File: config.mk
export PLATFORM = sky130hd
export DESIGN_NAME = serial_axadd
export DESIGN_NICKNAME = d
export VERILOG_FILES = /design/src/rtl/serial_axadd.sv
export SDC_FILE = /design/constraint.sdc
export NUM_CORES = 1
export LEC_CHECK = 0
export BUFFER_PORTS_ARGS = -buffer_cell sky130_fd_sc_hd__buf_2
export CAP_MARGIN = 20
export CORE_MARGIN = 3
export CORE_UTILIZATION = 47
export DETAILED_ROUTE_END_ITERATION = 16
export MAX_ROUTING_LAYER = met4
export PLACE_DENSITY = 0.68
export SLEW_MARGIN = 10
export SYNTH_ARGS = -nofsm -noshare
export SYNTH_HDL_FRONTEND = slang
export SYNTH_SLANG_ARGS = --single-unit
File: constraint.sdc
create_clock -name clk -period 2.4 [get_ports clk]
set_clock_uncertainty 0.2 [all_clocks]
set_input_delay 0.12 -clock clk [delete_from_list [all_inputs] [get_ports clk]]
set_output_delay 0.12 -clock clk [all_outputs]
set_load 0.02 [all_outputs]
File: src/rtl/serial_axadd.sv
// Bit-serial adder, LSB first, one bit per clock through a single carry flop.
// mode selects exact (0/3) or one of two approximate full-adder cells (1/2).
module serial_axadd #(
    parameter int unsigned WIDTH = 8
) (
    input  logic             clk,
    input  logic             rst,
    input  logic             start,
    input  logic [1:0]       mode,
    input  logic [WIDTH-1:0] a,
    input  logic [WIDTH-1:0] b,
    input  logic             cin,
    output logic             busy,
    output logic             done,
    output logic [WIDTH-1:0] sum,
    output logic             cout
);

    localparam int unsigned CntW = (WIDTH > 1) ? $clog2(WIDTH) : 1;
    localparam logic [CntW-1:0] LastBit = CntW'(WIDTH - 1);

    typedef enum logic [1:0] {StIdle, StRun, StDone} state_e;

    state_e           state_q, state_d;
    logic [WIDTH-1:0] a_q, a_d, b_q, b_d, sum_q, sum_d;
    logic [1:0]       mode_q, mode_d;
    logic             carry_q, carry_d, cout_q, cout_d;
    logic [CntW-1:0]  cnt_q, cnt_d;
    logic             busy_q, busy_d, done_q, done_d;

    logic ai, bi, p, s_bit, c_nxt;

    // One adder cell evaluated on the bit selected by the counter
    always_comb begin
        ai    = a_q[cnt_q];
        bi    = b_q[cnt_q];
        p     = ai ^ bi;
        s_bit = 1'b0;
        c_nxt = 1'b0;
        case (mode_q)
            2'd1: begin
                c_nxt = p ? carry_q : ai;
                s_bit = ~c_nxt;
            end
            2'd2: begin
                s_bit = p ^ carry_q;
                c_nxt = s_bit;
            end
            default: begin
                s_bit = p ^ carry_q;
                c_nxt = p ? carry_q : ai;
            end
        endcase
    end

    always_comb begin
        state_d = state_q;
        a_d     = a_q;
        b_d     = b_q;
        mode_d  = mode_q;
        carry_d = carry_q;
        cnt_d   = cnt_q;
        sum_d   = sum_q;
        cout_d  = cout_q;
        unique case (state_q)
            StIdle: begin
                if (start) begin
                    state_d = StRun;
                    a_d     = a;
                    b_d     = b;
                    mode_d  = mode;
                    carry_d = cin;
                    cnt_d   = '0;
                end
            end
            StRun: begin
                sum_d   = {s_bit, sum_q[WIDTH-1:1]};
                carry_d = c_nxt;
                cnt_d   = cnt_q + 1'b1;
                if (cnt_q == LastBit) begin
                    state_d = StDone;
                    cout_d  = c_nxt;
                    cnt_d   = '0;
                end
            end
            StDone: state_d = StIdle;
            default: state_d = StIdle;
        endcase
        busy_d = (state_d == StRun);
        done_d = (state_d == StDone);
    end

    always_ff @(posedge clk or posedge rst) begin
        if (rst) begin
            state_q <= StIdle;
            a_q     <= '0;
            b_q     <= '0;
            mode_q  <= '0;
            carry_q <= 1'b0;
            cnt_q   <= '0;
            sum_q   <= '0;
            cout_q  <= 1'b0;
            busy_q  <= 1'b0;
            done_q  <= 1'b0;
        end else begin
            state_q <= state_d;
            a_q     <= a_d;
            b_q     <= b_d;
            mode_q  <= mode_d;
            carry_q <= carry_d;
            cnt_q   <= cnt_d;
            sum_q   <= sum_d;
            cout_q  <= cout_d;
            busy_q  <= busy_d;
            done_q  <= done_d;
        end
    end

    assign busy = busy_q;
    assign done = done_q;
    assign sum  = sum_q;
    assign cout = cout_q;

endmodule

After elaboration in Yosys (flattened, before gate mapping)
Index checks and enable logic that the tools add are counted.
{"block": "classes", "n_addsub": 1, "n_lt_le_gt_ge": 1, "n_eq_ne": 7, "n_mux": 15, "n_bitwise": 3, "n_reduce_logical": 5}
{"cell": "binary-select mux 1 bit (select 3 bit)", "n": 2}
{"cell": "== test 2 x 1 -> 1 bit (second input constant)", "n": 3}
{"cell": "two-way mux 1 bit", "n": 6}
{"cell": "two-way mux 3 bit", "n": 2}
{"cell": "case mux 3 bit (2 select lines)", "n": 1}
{"cell": "AND reduction 2 bit", "n": 3}
{"cell": "== test 2 bit (second input constant)", "n": 2}
{"cell": "< comparator 3 x 4 -> 1 bit (second input constant)", "n": 1}
{"cell": "two-way mux 2 bit", "n": 2}
{"cell": "case mux 2 bit (2 select lines)", "n": 1}
{"cell": "adder 3 x 1 -> 3 bit (second input constant)", "n": 1}
{"cell": "== test 3 bit (second input constant)", "n": 1}
{"cell": "logical NOT 2 bit", "n": 1}
{"cell": "inequality test 2 bit (second input constant)", "n": 1}
{"cell": "case mux 1 bit (2 select lines)", "n": 1}
{"cell": "nonzero test 2 bit", "n": 1}
{"cell": "XOR 1 bit", "n": 2}
{"cell": "inverter 1 bit", "n": 1}
{"block": "word_totals", "reg_bits": 35}

Depth between registers and ports, before layout
{"block": "depth", "depth_word": 6, "ltp_mapped": 8, "mapped_depth_nobuf": 8}

Worst setup path after synthesis
Ideal clock, no wire load.
{"block": "synth_timing", "path_type": "flip-flop to flip-flop", "startpoint": "register cnt_q[0]", "endpoint": "register sum_q[7], in the netlist sum[7]", "setup_time_ps": 82, "arrival_time_ps": 1811, "path_slack_ps": 307, "path_stages_with_launch": 7, "cell_sequence": "dfrtp_1 > buf_6 > mux4_2 > mux2i_4 > nor2_2 > or3_1 > a31oi_1"}
{"block": "synth_between", "elab_chain_len": 6}
{"element": "start, declared", "line_no": "28", "text": "logic [CntW-1:0] cnt_q, cnt_d;"}
{"element": "start signal, assigned", "line_no": "111", "text": "cnt_q <= cnt_d;"}
{"element": "binary-select mux 1 bit (select 3 bit) (on tied branches)", "line_no": "35, 36"}
{"element": "two-way mux 1 bit (on tied branches)", "line_no": "35, 36"}
{"element": "XOR 1 bit", "line_no": "37", "text": "p = ai ^ bi;"}
{"element": "two-way mux 1 bit", "line_no": "42", "text": "c_nxt = p ? carry_q : ai;"}
{"element": "inverter 1 bit", "line_no": "43", "text": "s_bit = ~c_nxt;"}
{"element": "two-way mux 1 bit *"}
{"element": "end signal, assigned", "line_no": "112", "text": "sum_q <= sum_d;"}
{"element": "end, declared", "line_no": "25", "text": "logic [WIDTH-1:0] a_q, a_d, b_q, b_d, sum_q, sum_d;"}
Every way passes the cells marked *; elsewhere a longest branch is shown, timed or not. The select of a mux whose other input is x is not followed.
A chain may end at the register's enable or synchronous reset.

Worst setup path after layout
Same ends and word-level chain as after synthesis.

==> results.md <==
* Die ar. at 0.00428 sq mm
* I/O Buffers at 32
* RSZ-0062 raised after global routing: false
* Max-Cap Viols at 0
* Drc violations at 0
* Ports at 33
* Seq pwr share at 38.5%
* Fin crit period at 2260 ps
* TNS Setup at 0 ps
* FMAX at 0.442 GHz
* GP Congestion at 1.09
* First-pass GRT wire length at 5910 microns
* Clock root buffer: clkbuf_4
* Initial DRC Count at 93
* Largest net degree at the start of global routing at 36
* Setup crit end kind: register
* Critical path class: reg -> reg
* Clk slew on worst S/H paths at 110 ps
* Die Width at 65.4 microns
* Number of synthesized flops with an enable pin at 0
* Post-synth top flop: dfrtp_1
* Crit path launch type: register
* Comb pwr share at 50.9%
* CTS tree: yes
* GRT overflow at 0
* Outcome: finished clean
* Worst VDD drop at 0.000654 V
* Slew @ Worst Pin at 433 ps
* Crit path DAT at 2290 ps
* Internal cell power at 1.74 mW
* Sequential-to-total area share from yosys stat at 52.8%
* Synth warn at 0
* DPL Wire Length at 2350 microns
* Syn_area_per_cell at 13.2 sq um
* FILL cells at 251
* Psw at 1.17 mW
* Core footprint at 0.00320 sq mm
* H-tree levels at 2
* Final setup viols at 0
* Synth Register Bits at 35
* Critical Path, Cell by Cell: mux4_2 -> mux2_1 -> nor3_1 -> or3_1 -> a31oi_1
* Final Max Tran Viols at 0
* Vias/cell at 5.43
* Wire length per cell at 14.6 microns
* Num rows at 20
* CTS max path bufs at 2
* Period utilization at 94.2%
* DR vias at 1249
* Library cells used by synthesis at 28
* Routed Antenna Nets at 0
* CP peak stage delay at 570 ps
* P&R area growth vs syn at 29.2%
* Synthesized cell area at 0.00166 sq mm
* Worst path required time at 2430 ps
* Sw frac at 40.1%
* Initial Util at 51.8%
* Nets at 209
* Crit-path slowest cell: mux4_2
* Overall Global Routing Usage at 18.8%
* Clk_lat worst skew at 340 ps
* Clock power share at 10.6%
* PwrDens at 1360 mW/mm^2
* Final hold violation count at 0
* Fraction of registers with async set/reset at 100%
* Antenna violations before repair at 0
* Cell area after layout at 0.00214 sq mm
* HP Class: in -> async
* Ant diodes at 0
* Overall Power at 2.91 mW
* Most frequent cells in the layout: dfrtp_1 (34), buf_2 (32), mux2_2 (23)
* Commonest non-fill, non-tap cell in the layout: dfrtp_1
* WL final at 3350 microns
* Critical Path Fanout Max at 7
* Layout cells sized above 1 at 41.4%
* Post-Synthesis Cells at 126
* Num CTS Buffers at 5
* Detailed Routing Iterations Pass 1 at 5
* Clock sink count at 35
* Finished Core Util at 66.9%
* Headroom to the max-slew limit at 71.1%
* Die H at 65.4 microns
* Vias in the first global route at 1296
* Hold Slack at 201 ps
* Post-synth net total at 150
* DP Area at 0.00188 sq mm
* Total leakage power at 0.954 nW
## power groups by stage
stage               Combinational (mW)  Clock (mW)  Sequential, mW
floorplan                         1.08           0            1.13
global placement                  1.36           0            1.12
detailed placement                1.44           0            1.14
CTS                               1.47       0.317            1.12
global route                      1.61       0.338            1.17
finish                            1.48       0.308            1.12
## registers in the layout, summed over array words and instances, names as in the netlist
name,cells
b_q,8
carry_q,1
mode_q,2
sum,8
cnt_q,3
state_q,2
a_q,8
done,1
cout,1
busy,1
## routing by layer
layer / vias up / global-route usage [%] / share of wire (%)
li1: 583 / - / -
met1: 607 / 23.0 / 42
met2: 48 / 30.5 / 50
met3: 11 / 5.13 / 6.2
met4: 0 / 6.22 / 2.3
met5: - / - / 0
## final timing paths
| check | end | start | slack [ps] | cells after the start |
|---|---|---|---|---|
| hold / removal | b_q[5] | rst | 200 | 4 |
| setup reg to reg | sum[7] | cnt_q[0] | 140 | 5 |
| min in group clk | b_q[0] | b_q[0] | 310 | 1 |
| max in group asynchronous | cnt_q[0] | rst | 1470 | 4 |
| hold reg to reg | b_q[0] | b_q[0] | 310 | 1 |
| setup / recovery | sum[7] | cnt_q[0] | 140 | 5 |
## metrics by stage
stage | setup slack (ps) | instances
CTS | 71.7 | 230
detailed placement | 90.3 | 201
global route | 37.0 | 230
floorplan | 307 | 126
finish | 139 | 230
global placement | 221 | 201
## cells in the mapped netlist, types with 3 or more instances
cell      count  share of area (%)
dfrtp_1      35                 53
mux2_2       23                 16
nor3_1        8                2.4
nand3_1       5                1.5
a21oi_1       4                1.2
mux2_1        4                2.7
mux4_2        4                5.4
a22o_1        3                1.6
clkbuf_1      3               0.68
inv_1         3               0.68
nand2_1       3               0.68
nand2b_1      3                1.1
nor2_1        3               0.68
nor2b_1       3                1.1
nor4_1        3                1.1
## kinds of logic (layout without fill, tap and decap cells)
kind of cell             after synthesis  count (layout)  synth area share, %
AO/OA/AOI/OAI                         14              14                 5.88
adder cells (fa/ha/maj)                2               2                 1.51
buffers and inverters                  9              69                 2.64
flip-flops                            35              35                 52.8
AND/OR/NAND/NOR                       33              33                 10.7
multiplexers                          33              33                 26.5
## area by class of cell
class	instances	area [sq um]	share of cell area (%)
clock buffers	5	37.5	1.75
clock inverters	3	15.0	0.701
inverters	3	11.3	0.525
multi-input cells	82	739	34.5
flip-flops and latches	35	877	40.9
well taps	44	55.1	2.57
repair buffers	58	408	19.0
## worst max-delay path: cells and delay by family, from the launching register on
kind	cells	cell delay, ps
and+or+nand+nor	2	430
DFF	1	480
muxes	2	960
AOI/OAI and AO/OA	1	80
## repair_timing
| item | CTS | global route |
|---|---|---|
| buffers inserted | 0 | 0 |
| endpoints found under the hold margin | 56 | 0 |
| hold buffers | 21 | 0 |
| setup endpoints to repair | 0 | 2 |
| gates resized for setup | 0 | 1 |
(Power assumes the default switching activity.)
